==> src/rtl/cc_compare_tracker_pkg.sv <==
// Shared types and constants for the compare tracker.
// Flag patterns are ordered {gt, lt, eq}.
package cc_compare_tracker_pkg;

   typedef enum logic [1:0] {
      IDLE  = 2'd0,
      FIRST = 2'd1,
      RUN   = 2'd2,
      DONE  = 2'd3
   } state_e;

   localparam int DEF_DATAWIDTH  = 8;
   localparam int DEF_COUNTWIDTH = 8;
   localparam int DEF_WINDOW     = 16;

   localparam logic [2:0] FLAG_GT = 3'b100;
   localparam logic [2:0] FLAG_LT = 3'b010;
   localparam logic [2:0] FLAG_EQ = 3'b001;

endpackage

==> src/rtl/cc_event_counter.sv <==
// Up-counter with synchronous clear (priority) and enable.
module cc_event_counter #(
   parameter int NUMBER_COUNTWIDTH = 8
) (
   input  logic                         clk_i,
   input  logic                         rst_i,
   input  logic                         clr_i,
   input  logic                         en_i,
   output logic [NUMBER_COUNTWIDTH-1:0] count_o
);

   logic [NUMBER_COUNTWIDTH-1:0] count_q;
   logic [NUMBER_COUNTWIDTH-1:0] count_d;

   always_comb begin
      count_d = count_q;
      if (clr_i) begin
         count_d = '0;
      end else if (en_i) begin
         count_d = count_q + NUMBER_COUNTWIDTH'(1);
      end
   end

   always_ff @(posedge clk_i or posedge rst_i) begin
      if (rst_i) begin
         count_q <= '0;
      end else begin
         count_q <= count_d;
      end
   end

   assign count_o = count_q;

endmodule

==> src/rtl/cc_compare_tracker.sv <==
// Windowed running-max / gt-lt-eq tracker closing the loop
// around an external magnitude comparator.
module cc_compare_tracker
   import cc_compare_tracker_pkg::*;
#(
   parameter int NUMBER_DATAWIDTH  = DEF_DATAWIDTH,
   parameter int NUMBER_COUNTWIDTH = DEF_COUNTWIDTH,
   parameter int NUMBER_WINDOW     = DEF_WINDOW
) (
   input  logic                         CC_COMPARE_TRACKER_CLOCK_50,
   input  logic                         CC_COMPARE_TRACKER_RESET_InHigh,
   input  logic                         CC_COMPARE_TRACKER_start_InHigh,
   input  logic                         CC_COMPARE_TRACKER_sampleValid_In,
   output logic                         CC_COMPARE_TRACKER_sampleReady_Out,
   input  logic [NUMBER_DATAWIDTH-1:0]  CC_COMPARE_TRACKER_sample_InBUS,
   input  logic                         CC_COMPARE_TRACKER_greaterthan_In,
   input  logic                         CC_COMPARE_TRACKER_lessthan_In,
   input  logic                         CC_COMPARE_TRACKER_equal_In,
   output logic [NUMBER_DATAWIDTH-1:0]  CC_COMPARE_TRACKER_ref_OutBUS,
   output logic [NUMBER_DATAWIDTH-1:0]  CC_COMPARE_TRACKER_max_OutBUS,
   output logic [NUMBER_COUNTWIDTH-1:0] CC_COMPARE_TRACKER_gtCount_OutBUS,
   output logic [NUMBER_COUNTWIDTH-1:0] CC_COMPARE_TRACKER_ltCount_OutBUS,
   output logic [NUMBER_COUNTWIDTH-1:0] CC_COMPARE_TRACKER_eqCount_OutBUS,
   output logic                         CC_COMPARE_TRACKER_done_Out,
   output logic                         CC_COMPARE_TRACKER_flagError_Out
);

   localparam int DW = NUMBER_DATAWIDTH;
   localparam int CW = NUMBER_COUNTWIDTH;

   if (NUMBER_WINDOW < 2 || NUMBER_WINDOW > (2 ** CW) - 1) begin : g_bad_window
      $error("NUMBER_WINDOW out of range for NUMBER_COUNTWIDTH");
   end

   logic clk;
   logic rst;
   assign clk = CC_COMPARE_TRACKER_CLOCK_50;
   assign rst = CC_COMPARE_TRACKER_RESET_InHigh;

   state_e state_q, state_d;

   logic [DW-1:0] ref_q, ref_d;
   logic [DW-1:0] max_q, max_d;
   logic [CW-1:0] gtr_q, gtr_d;
   logic [CW-1:0] ltr_q, ltr_d;
   logic [CW-1:0] eqr_q, eqr_d;
   logic          err_q, err_d;

   logic          ready;
   logic          xfer;
   logic          clr;
   logic          last;
   logic          gt_en, lt_en, eq_en, smp_en;
   logic [2:0]    flags;
   logic [CW-1:0] gt_cnt, lt_cnt, eq_cnt, smp_cnt;

   assign xfer  = CC_COMPARE_TRACKER_sampleValid_In & ready;
   assign clr   = (state_q == IDLE) & CC_COMPARE_TRACKER_start_InHigh;
   assign flags = {CC_COMPARE_TRACKER_greaterthan_In,
                   CC_COMPARE_TRACKER_lessthan_In,
                   CC_COMPARE_TRACKER_equal_In};

   cc_event_counter #(.NUMBER_COUNTWIDTH(CW)) u_gt_cnt (
      .clk_i(clk), .rst_i(rst), .clr_i(clr), .en_i(gt_en), .count_o(gt_cnt)
   );
   cc_event_counter #(.NUMBER_COUNTWIDTH(CW)) u_lt_cnt (
      .clk_i(clk), .rst_i(rst), .clr_i(clr), .en_i(lt_en), .count_o(lt_cnt)
   );
   cc_event_counter #(.NUMBER_COUNTWIDTH(CW)) u_eq_cnt (
      .clk_i(clk), .rst_i(rst), .clr_i(clr), .en_i(eq_en), .count_o(eq_cnt)
   );
   cc_event_counter #(.NUMBER_COUNTWIDTH(CW)) u_smp_cnt (
      .clk_i(clk), .rst_i(rst), .clr_i(clr), .en_i(smp_en), .count_o(smp_cnt)
   );

   always_ff @(posedge clk or posedge rst) begin
      if (rst) begin
         state_q <= IDLE;
      end else begin
         state_q <= state_d;
      end
   end

   always_comb begin
      state_d = state_q;
      case (state_q)
         IDLE:    if (CC_COMPARE_TRACKER_start_InHigh) state_d = FIRST;
         FIRST:   if (xfer) state_d = RUN;
         RUN:     if (last) state_d = DONE;
         default: state_d = IDLE;
      endcase
   end

   always_comb begin
      ready                       = (state_q == FIRST) | (state_q == RUN);
      CC_COMPARE_TRACKER_done_Out = (state_q == DONE);
   end

   // Result capture uses post-update values so the last sample counts.
   always_comb begin
      ref_d  = ref_q;
      err_d  = err_q;
      max_d  = max_q;
      gtr_d  = gtr_q;
      ltr_d  = ltr_q;
      eqr_d  = eqr_q;
      gt_en  = 1'b0;
      lt_en  = 1'b0;
      eq_en  = 1'b0;
      smp_en = 1'b0;
      last   = 1'b0;
      if (clr) begin
         ref_d = '0;
         err_d = 1'b0;
      end
      if (xfer && state_q == FIRST) begin
         ref_d  = CC_COMPARE_TRACKER_sample_InBUS;
         smp_en = 1'b1;
      end
      if (xfer && state_q == RUN) begin
         smp_en = 1'b1;
         case (flags)
            FLAG_GT: begin
               ref_d = CC_COMPARE_TRACKER_sample_InBUS;
               gt_en = 1'b1;
            end
            FLAG_LT: lt_en = 1'b1;
            FLAG_EQ: eq_en = 1'b1;
            default: err_d = 1'b1;
         endcase
         last = (smp_cnt == CW'(NUMBER_WINDOW - 1));
      end
      if (last) begin
         max_d = ref_d;
         gtr_d = gt_cnt + CW'(gt_en);
         ltr_d = lt_cnt + CW'(lt_en);
         eqr_d = eq_cnt + CW'(eq_en);
      end
   end

   always_ff @(posedge clk or posedge rst) begin
      if (rst) begin
         ref_q <= '0;
         max_q <= '0;
         gtr_q <= '0;
         ltr_q <= '0;
         eqr_q <= '0;
         err_q <= 1'b0;
      end else begin
         ref_q <= ref_d;
         max_q <= max_d;
         gtr_q <= gtr_d;
         ltr_q <= ltr_d;
         eqr_q <= eqr_d;
         err_q <= err_d;
      end
   end

   assign CC_COMPARE_TRACKER_sampleReady_Out = ready;
   assign CC_COMPARE_TRACKER_ref_OutBUS      = ref_q;
   assign CC_COMPARE_TRACKER_max_OutBUS      = max_q;
   assign CC_COMPARE_TRACKER_gtCount_OutBUS  = gtr_q;
   assign CC_COMPARE_TRACKER_ltCount_OutBUS  = ltr_q;
   assign CC_COMPARE_TRACKER_eqCount_OutBUS  = eqr_q;
   assign CC_COMPARE_TRACKER_flagError_Out   = err_q;

endmodule

==> config.mk <==
export PLATFORM = sky130hd
export DESIGN_NAME = cc_compare_tracker
export DESIGN_NICKNAME = d
export VERILOG_FILES = /design/src/rtl/cc_compare_tracker_pkg.sv /design/src/rtl/cc_event_counter.sv /design/src/rtl/cc_compare_tracker.sv
export SDC_FILE = /design/constraint.sdc
export NUM_CORES = 1
export LEC_CHECK = 0
export BUFFER_PORTS_ARGS = -buffer_cell sky130_fd_sc_hd__buf_2
export CAP_MARGIN = 5
export CELL_PAD_IN_SITES_DETAIL_PLACEMENT = 0
export CELL_PAD_IN_SITES_GLOBAL_PLACEMENT = 1
export CORE_MARGIN = 8
export CORE_UTILIZATION = 50
export CTS_BUF_LIST = sky130_fd_sc_hd__clkbuf_4
export DETAILED_ROUTE_END_ITERATION = 10
export PLACE_DENSITY_LB_ADDON = 0.1
export SLEW_MARGIN = 20
export SYNTH_ARGS = -nofsm -noshare
export SYNTH_HDL_FRONTEND = slang
export SYNTH_HIERARCHICAL = 1
export SYNTH_SLANG_ARGS = --single-unit
==> constraint.sdc <==
create_clock -name CC_COMPARE_TRACKER_CLOCK_50 -period 6.6 [get_ports CC_COMPARE_TRACKER_CLOCK_50]
set_input_delay 1.32 -clock CC_COMPARE_TRACKER_CLOCK_50 [delete_from_list [all_inputs] [get_ports CC_COMPARE_TRACKER_CLOCK_50]]
set_output_delay 1.32 -clock CC_COMPARE_TRACKER_CLOCK_50 [all_outputs]
set_load 0.005 [all_outputs]
Word-level counts from Yosys, hierarchy flattened
Index checks and enable logic that the tools add are counted.
- register bits after elaboration: 75
- input bits: 15
- word-level logic and storage cells: 68
- output and inout port bits: 43
- bitwise operators: 3
- reduce and logical (&&, ||, !) cells: 9
- add/sub/neg operators: 7
- eq/ne operators: 10
- mux-type cells: 28
- operators with widths (operator ; number):
    2-to-1 mux 8 bit ; 12
    adder 8 x 1 -> 8 bit, second input constant ; 4
    adder 8 x 1 -> 8 bit ; 3
    2-to-1 mux 1 bit ; 12
    == test 8 x 4 -> 1 bit, second input constant ; 1
    nonzero test 2 bit ; 4
    2-to-1 mux 2 bit ; 3
    != test 2 bit, second input constant ; 3
    one-hot mux 2 bit (3 select lines) ; 1
    == test 2 bit, second input constant ; 2
    == test 3 x 1 -> 1 bit, second input constant ; 1
    == test 3 x 2 -> 1 bit, second input constant ; 1
    == test 3 bit, second input constant ; 1
    AND reduction 3 bit ; 1
    OR reduction 3 bit ; 1
    bitwise AND 1 bit ; 2
    == test 2 x 1 -> 1 bit, second input constant ; 1
    logical AND 1 bit ; 2
    zero test 2 bit ; 1
    OR 1 bit ; 1

Depth between registers and ports, before layout
Gate-level depths: netlist of run 1.
- depth in word-level cells: 8
- mapped depth: 10
- mapped depth without buffers: 10

Cells and area by module
Netlist of run 1, hierarchy kept.
- modules (own cells, without submodules) (module ; cells each ; sequential area each (µm²) ; area each (µm²) ; times used):
    cc_compare_tracker ; 195 ; 1076.0 ; 2205.9 ; 1
    cc_event_counter ; 38 ; 200.2 ; 400.4 ; 4

Worst setup path before layout of run 1
Ideal clock, no wire load.
- path kind: input to register
- start: input CC_COMPARE_TRACKER_lessthan_In
- end: register gtr_q[6] (netlist: CC_COMPARE_TRACKER_gtCount_OutBUS[6])
- path buffers: 0
- library setup time: 0.133 ns
- required time: 6.467 ns
- setup slack: 3.633 ns
- data arrival time: 2.833 ns
- stages on the path: 8
- cells stage by stage: or3b_2 -> nor2_2 -> ha_1 -> ha_1 -> nand2_1 -> nor2_1 -> xnor2_1 -> o21ai_0
- longest elaborated chain between the ends: 4
- RTL lines (what ; RTL line ; text):
    start: declaration ; cc_compare_tracker.sv:17 ; input logic CC_COMPARE_TRACKER_lessthan_In,
    == test 3 bit ; cc_compare_tracker.sv:122 ; case (flags)
    2-to-1 mux 1 bit ; cc_compare_tracker.sv:122 ;
    2-to-1 mux 1 bit ; cc_compare_tracker.sv:120 ; if (xfer && state_q == RUN) begin
    named net gt_en ; cc_compare_tracker.sv:53 ; logic gt_en, lt_en, eq_en, smp_en;
    adder 8 x 1 -> 8 bit ; cc_compare_tracker.sv:135 ; gtr_d = gt_cnt + CW'(gt_en);
    end signal: assignment ; cc_compare_tracker.sv:152 ; gtr_q <= gtr_d;
    end: declaration ; cc_compare_tracker.sv:44 ; logic [CW-1:0] gtr_q, gtr_d;
The timed path passes the listed nets, and every way through them passes these cells.
A chain may end at the register's enable or synchronous reset.

Final worst setup path of run 1
Same ends and word-level chain as after synthesis.

==> flow_summary.toml, run 1 <==
[run_status]
outcome = "completed"

[clocking]
cts-resized-gates = 0
cts_hold_buffers = 0
cts_buffers = 9
clock_path_buffers = 2
cts_root_buffer = "clkbuf_4"
clkLatencyLatePin_ns = 0.41
cts_tree = "yes"
clk_pin_slew_worst_paths_ns = 0.11
post_cts_buffers = 0
cts.sinks = 75
ctsHtreeMaxLevel = 3

[timing]
worst_slew_pin_slew_ns = 0.906
fin_crit_sh_pct = 48.7
maxSlewHeadroom_pct = 39.5
finalSetupViolCount = 0
final.min_clock_period_ns = 3.21
hold_viol = 0
finalClockSkew_ns = 0.0140
drv_slew = 0
fmax_ghz = 0.311
rsz0062_at_grt = "no"
setup_ws_ns = 3.39
totalNegativeSetupSlack_ns = 0

[worst_hold_path]
hold_class = "flop to flop"

[placement]
routabilityCongestion = 0.714
port_buffers = 57
place_ws_ns = 2.97
hpwl_mm = 5.49

[layout]
syn_to_final_growth_pct = 12.1
nets = 433
drive_gt1_share_pct = 24.3
antenna_cells = 0
n_fill_cell = 709

[critical_path]
cp.required_ns = 6.86
cp_max_fo = 15
endpoint_kind = "flop"
rrSetupSlack_ns = 3.65
crit_top_cell = "ha_1"
cp.arrival_ns = 3.47
cp-start-kind = "input pin"
path_class = "input pin to flop"
critPathMaxStageDelay_ns = 0.61
crit_chain = "buf_2, or3b_2, nor2_2, ha_1, ha_1, nand2_1, nor2_1, xnor2_1, o21ai_0"
crit_slowest_cell = "nor2_2"

[route]
routed_wl_mm = 7.66
dr.pass1.iters = 4
drc = 0
vias = 2750
drtIter0Drc = 162
ant_nets = 0
via_per_inst = 5.40
post_drt_wl_per_cell_um = 15.0

[die]
num_io_pins = 58
die_w_um = 103
die-area_um2 = 10700
fp.dieH_um = 103
initial_core_util_pct = 50.3
placementRows = 32
core_area_um2 = 7570

[power]
p_leak_nw = 2.06
ir_worst_vdd_v = 0.000154
total_power_mw = 1.03
power_density_nw_per_um2 = 241

[synth]
synth_largest_area_cell = "dfrtp_1"
synth-edff-count = 0
synth-seq-cells = 75
synth-seq-area-share_pct = 49.3
synth_flop_cell = "dfrtp_1"
yosysWarnings = 6
syn_area_um2 = 3810
avgSynthCellArea_um2 = 11.0
synth_area_leaders = "dfrtp_1 (49%), mux2_4 (5.9%), ha_1 (4.9%)"
synth_common_cells = "dfrtp_1 (75), nand2_1 (34), o21ai_0 (31)"
syn_nets = 377
netlist_instances = 347
ys_types = 37
synth_most_common_cell = "dfrtp_1"
synthArstFlopShare_pct = 100
synth_top_cell_area_share_pct = 49.3

[grt]
grt_pass1_vias = 2732
antenna_found_initial = 0
grt_pass1_wl_mm = 13.1
grt_usage_pct = 15.9
grt_max_degree = 52
grt-ovfl-total = 0

[run]
maxCapViolCount = 0
[routing by layer]
layer  global-route usage (%)  share of wire (%)  up-vias
met4                     5.78                1.2        0
li1                         -                  -     1338
met5                        0                  0        -
met2                     24.2                 45       77
met3                     4.89                7.0        7
met1                     21.0                 47     1328
[through the flow]
stage,util [%],hold WS (ns),std cells,instance area [µm²]
after floorplan,-,0.473,347,3810
after global placement,54.7,0.458,494,4140
after detailed placement,54.7,0.465,494,4140
after CTS,56.4,0.491,509,4270
after global routing,56.4,0.512,509,4270
final,56.4,0.483,509,4270
[layout make-up]
cell class / count / area, µm² / area share, %
Clock inverter: 4 / 42.5 / 0.996
Inverter: 9 / 33.8 / 0.791
Clock buffer: 11 / 82.6 / 1.93
Sequential cell: 75 / 1880 / 44.0
Tap cell: 102 / 128 / 2.99
Timing Repair Buffer: 59 / 300 / 7.03
Multi-Input combinational cell: 249 / 1810 / 42.3
[power by group]
group	switching [mW]	leakage [nW]	internal (mW)
sequential	0.0435	1.04	0.495
clock	0.147	0.0718	0.119
combinational	0.136	0.952	0.0906
[path summary, 6_finish.rpt]
check,to,startpoint,cells past startpoint
setup reg to reg,CC_COMPARE_TRACKER_eqCount_OutBUS[5],state_q[0],9
hold / removal,CC_COMPARE_TRACKER_eqCount_OutBUS[4],CC_COMPARE_TRACKER_eqCount_OutBUS[4],2
hold reg to reg,CC_COMPARE_TRACKER_eqCount_OutBUS[4],CC_COMPARE_TRACKER_eqCount_OutBUS[4],2
setup / recovery,CC_COMPARE_TRACKER_gtCount_OutBUS[6],CC_COMPARE_TRACKER_lessthan_In,9
max in group asynchronous,CC_COMPARE_TRACKER_max_OutBUS[1],CC_COMPARE_TRACKER_RESET_InHigh,3
min in group asynchronous,u_eq_cnt/count_o[7],CC_COMPARE_TRACKER_RESET_InHigh,2
[cells in the final DEF (no fill, tap or decap), types with 8 or more instances in the layout]
cell | synthesis | routed
nand4_1 | 9 | 9
nand2_1 | 34 | 34
xor2_1 | 20 | 20
o2bb2ai_1 | 8 | 8
inv_1 | 9 | 8
dfrtp_1 | 75 | 75
o21ai_0 | 31 | 31
xnor2_1 | 15 | 15
clkbuf_4 | 0 | 11
or3_1 | 13 | 12
buf_2 | 0 | 57
a21oi_1 | 13 | 13
ha_1 | 15 | 15
nor2_1 | 24 | 24
mux2_4 | 15 | 15
nand3_1 | 24 | 24
[kinds of logic after synthesis]
group / count (synthesis) / synth area share, %
flip-flops: 75 / 49.3
AO/OA/AOI/OAI: 62 / 11.7
multiplexers: 20 / 7.26
buffers and inverters: 23 / 3.75
AND/OR/NAND/NOR: 117 / 15.0
adder cells (fa/ha/maj): 15 / 4.93
XOR/XNOR: 35 / 8.05
[state kept, by name, summed over array words and instances (netlist names)]
register                           cells
CC_COMPARE_TRACKER_ltCount_OutBUS      8
CC_COMPARE_TRACKER_gtCount_OutBUS      8
u_lt_cnt/count_o                       8
state_q                                2
u_eq_cnt/count_o                       8
u_gt_cnt/count_o                       8
CC_COMPARE_TRACKER_max_OutBUS          8
CC_COMPARE_TRACKER_ref_OutBUS          8
u_smp_cnt/count_o                      8
CC_COMPARE_TRACKER_eqCount_OutBUS      8
CC_COMPARE_TRACKER_flagError_Out       1
[critical path, delay by kind of cell]
family                     cells  cell delay [ns]
buffers and inverters          1             0.13
AOI/OAI and AO/OA              1             0.08
xor gates and xnor gates       1             0.12
and+or+nand+nor                4             1.29
adders and majority gates      2             0.53
Power figures use the tool's default switching activity.
==> run 2, diff against run 1 <==
Settings changed: ABC_AREA from default to 1, CORE_UTILIZATION 50 to 40.
Clock period 6.6 ns to 2.69 ns, I/O delays scaled along.
==> run 2 against run 1 <==
Effect of this change: combinational power increased to 3.6 times the previous value; critical path depth up 4; global-route usage decreased by 1.2 points; final cell count grew 48%; clock power is 130% higher; non-clock buffer count is 6 higher; sequential share of layout area fell by 5.1 points; register-to-register slack worse by 3.3 ns; die area increased by 33%; routed wire length is 28% higher; critical endpoint unchanged.
==> flow_summary.toml, run 2 <==
[run_status]
outcome = "completed"

[clocking]
clkLatencyLatePin_ns = 0.42
cts_buffers = 9
cts_tree = "yes"
cts_hold_buffers = 0
cts_root_buffer = "clkbuf_4"
post_cts_buffers = 0
ctsHtreeMaxLevel = 3
clk_pin_slew_worst_paths_ns = 0.13
clock_path_buffers = 2
cts-resized-gates = 0
cts.sinks = 75

[synth]
ys_types = 29
syn_area_um2 = 4240
synth-edff-count = 0
synth_common_cells = "nand2_1 (167), inv_1 (79), dfrtp_1 (75)"
synth_flop_cell = "dfrtp_1"
netlist_instances = 541
yosysWarnings = 6
synth_most_common_cell = "nand2_1"
syn_nets = 571
synthArstFlopShare_pct = 100
synth_area_leaders = "dfrtp_1 (44%), nand2_1 (15%), inv_1 (7.0%)"
synth-seq-area-share_pct = 44.3
synth-seq-cells = 75
synth_top_cell_area_share_pct = 44.3
synth_largest_area_cell = "dfrtp_1"
avgSynthCellArea_um2 = 7.83

[run]
maxCapViolCount = 0

[route]
via_per_inst = 4.73
drtIter0Drc = 152
vias = 3559
dr.pass1.iters = 4
routed_wl_mm = 9.81
ant_nets = 0
drc = 0
post_drt_wl_per_cell_um = 13.0

[die]
core_area_um2 = 10300
num_io_pins = 58
fp.dieH_um = 119
die-area_um2 = 14100
initial_core_util_pct = 41.0
placementRows = 37
die_w_um = 119

[grt]
grt_pass1_wl_mm = 17.3
grt_max_degree = 26
grt-ovfl-total = 0
grt_usage_pct = 14.8
grt_pass1_vias = 3624
antenna_found_initial = 0

[timing]
fmax_ghz = 0.436
hold_viol = 0
setup_ws_ns = 0.395
finalClockSkew_ns = 0.0194
fin_crit_sh_pct = 85.3
totalNegativeSetupSlack_ns = 0
drv_slew = 0
rsz0062_at_grt = "no"
maxSlewHeadroom_pct = 63.2
worst_slew_pin_slew_ns = 0.552
finalSetupViolCount = 0
final.min_clock_period_ns = 2.29

[layout]
mostFrequentLayoutCell = "nand2_1"
finalInstanceArea_um2 = 4830
syn_to_final_growth_pct = 14.1
nets = 642
drive_gt1_share_pct = 19.3
final_util_pct = 46.8
antenna_cells = 0
final_cell_mix = "nand2_1 (167), inv_1 (78), dfrtp_1 (75)"

[placement]
place_area_um2 = 4720
hpwl_mm = 7.50
place_ws_ns = 0.403
routabilityCongestion = 0.780
port_buffers = 57

[critical_path]
path_class = "flop to flop"
endpoint_kind = "flop"
cp-start-kind = "flop"
cp.required_ns = 3.00
crit_slowest_cell = "dfrtp_1"
cp.arrival_ns = 2.60
critPathMaxStageDelay_ns = 0.44
crit_chain = "inv_1, ha_1, nand2_2, inv_4, nand2_4, inv_1, ha_1, ha_1, nand3_1, nor2_1, nand3_1, nand3_1, nand2_1"
cp_max_fo = 10

[power]
p_leak_nw = 2.71
ir_worst_vdd_v = 0.000336
power_density_nw_per_um2 = 568

[worst_hold_path]
hold_class = "input pin to asynchronous set/reset pin"
[run 2: cell types whose count changed after synthesis, sizes merged, moves of 12 or more]
cell and change:
inv +75, nand2 +136, xor2 -14, nand3 +32
mux2 -16, nor2 +40, o21ai -12, or3 -13
[run 2: metrics by stage]
stage | hold slack (ns) | instances | power, mW
finish | 0.104 | 753 | 2.75
detailed placement | 0.460 | 737 | 2.17
floorplan | 0.354 | 541 | 1.90
CTS | 0.101 | 753 | 2.79
global placement | 0.463 | 737 | 2.16
global route | 0.101 | 753 | 2.96
[run 2: final timing paths]
path / from / end / slack, ns / cells after the start
worst min-delay path: CC_COMPARE_TRACKER_RESET_InHigh / u_gt_cnt/count_o[7] / 0.10 / 2
worst max register to register: state_q[0] / CC_COMPARE_TRACKER_gtCount_OutBUS[6] / 0.40 / 13
worst max-delay path: state_q[0] / CC_COMPARE_TRACKER_gtCount_OutBUS[6] / 0.40 / 13
max in group asynchronous: CC_COMPARE_TRACKER_RESET_InHigh / CC_COMPARE_TRACKER_gtCount_OutBUS[6] / 1.86 / 3
worst min register to register: CC_COMPARE_TRACKER_max_OutBUS[0] / CC_COMPARE_TRACKER_max_OutBUS[0] / 0.49 / 2
min in group CC_COMPARE_TRACKER_CLOCK_50: CC_COMPARE_TRACKER_sample_InBUS[3] / CC_COMPARE_TRACKER_ref_OutBUS[3] / 0.43 / 4
[run 2: kinds of logic after synthesis]
kind of cell	share of synthesized area (%)
DFF	44.3
buffers and inverters	8.44
and+or+nand+nor	36.0
adders and majority gates	4.43
xor gates and xnor gates	3.31
AOI/OAI and AO/OA	3.48
[run 2: layout make-up]
class / count / area [µm²]
Timing Repair Buffer: 65 / 345
Multi-Input combinational cell: 376 / 2000
Clock buffer: 13 / 97.6
Sequential cell: 75 / 1880
Tap cell: 136 / 170
Inverter: 85 / 327
Clock inverter: 3 / 15.0
Fill cell: 1100 / 5490
[run 2: metal layers]
metal	vias up	GRT usage (%)	part of all wire, %
li1	1822	-	-
met1	1657	18.0	46
met5	-	0	0
met2	70	24.5	47
met3	10	4.11	4.8
met4	0	5.45	1.8
[run 2: power by group]
group / internal (mW) / switching [mW] / leakage, nW
Sequential: 1.23 / 0.0963 / 1.03
Clock: 0.229 / 0.384 / 0.0715
Combinational: 0.305 / 0.503 / 1.61
[run 2: critical path: cells and delay by family, from the launching register on]
family / cells / cell delay [ns]
and+or+nand+nor: 7 / 0.72
adders and majority gates: 3 / 0.61
DFF: 1 / 0.44
buffers and inverters: 3 / 0.40
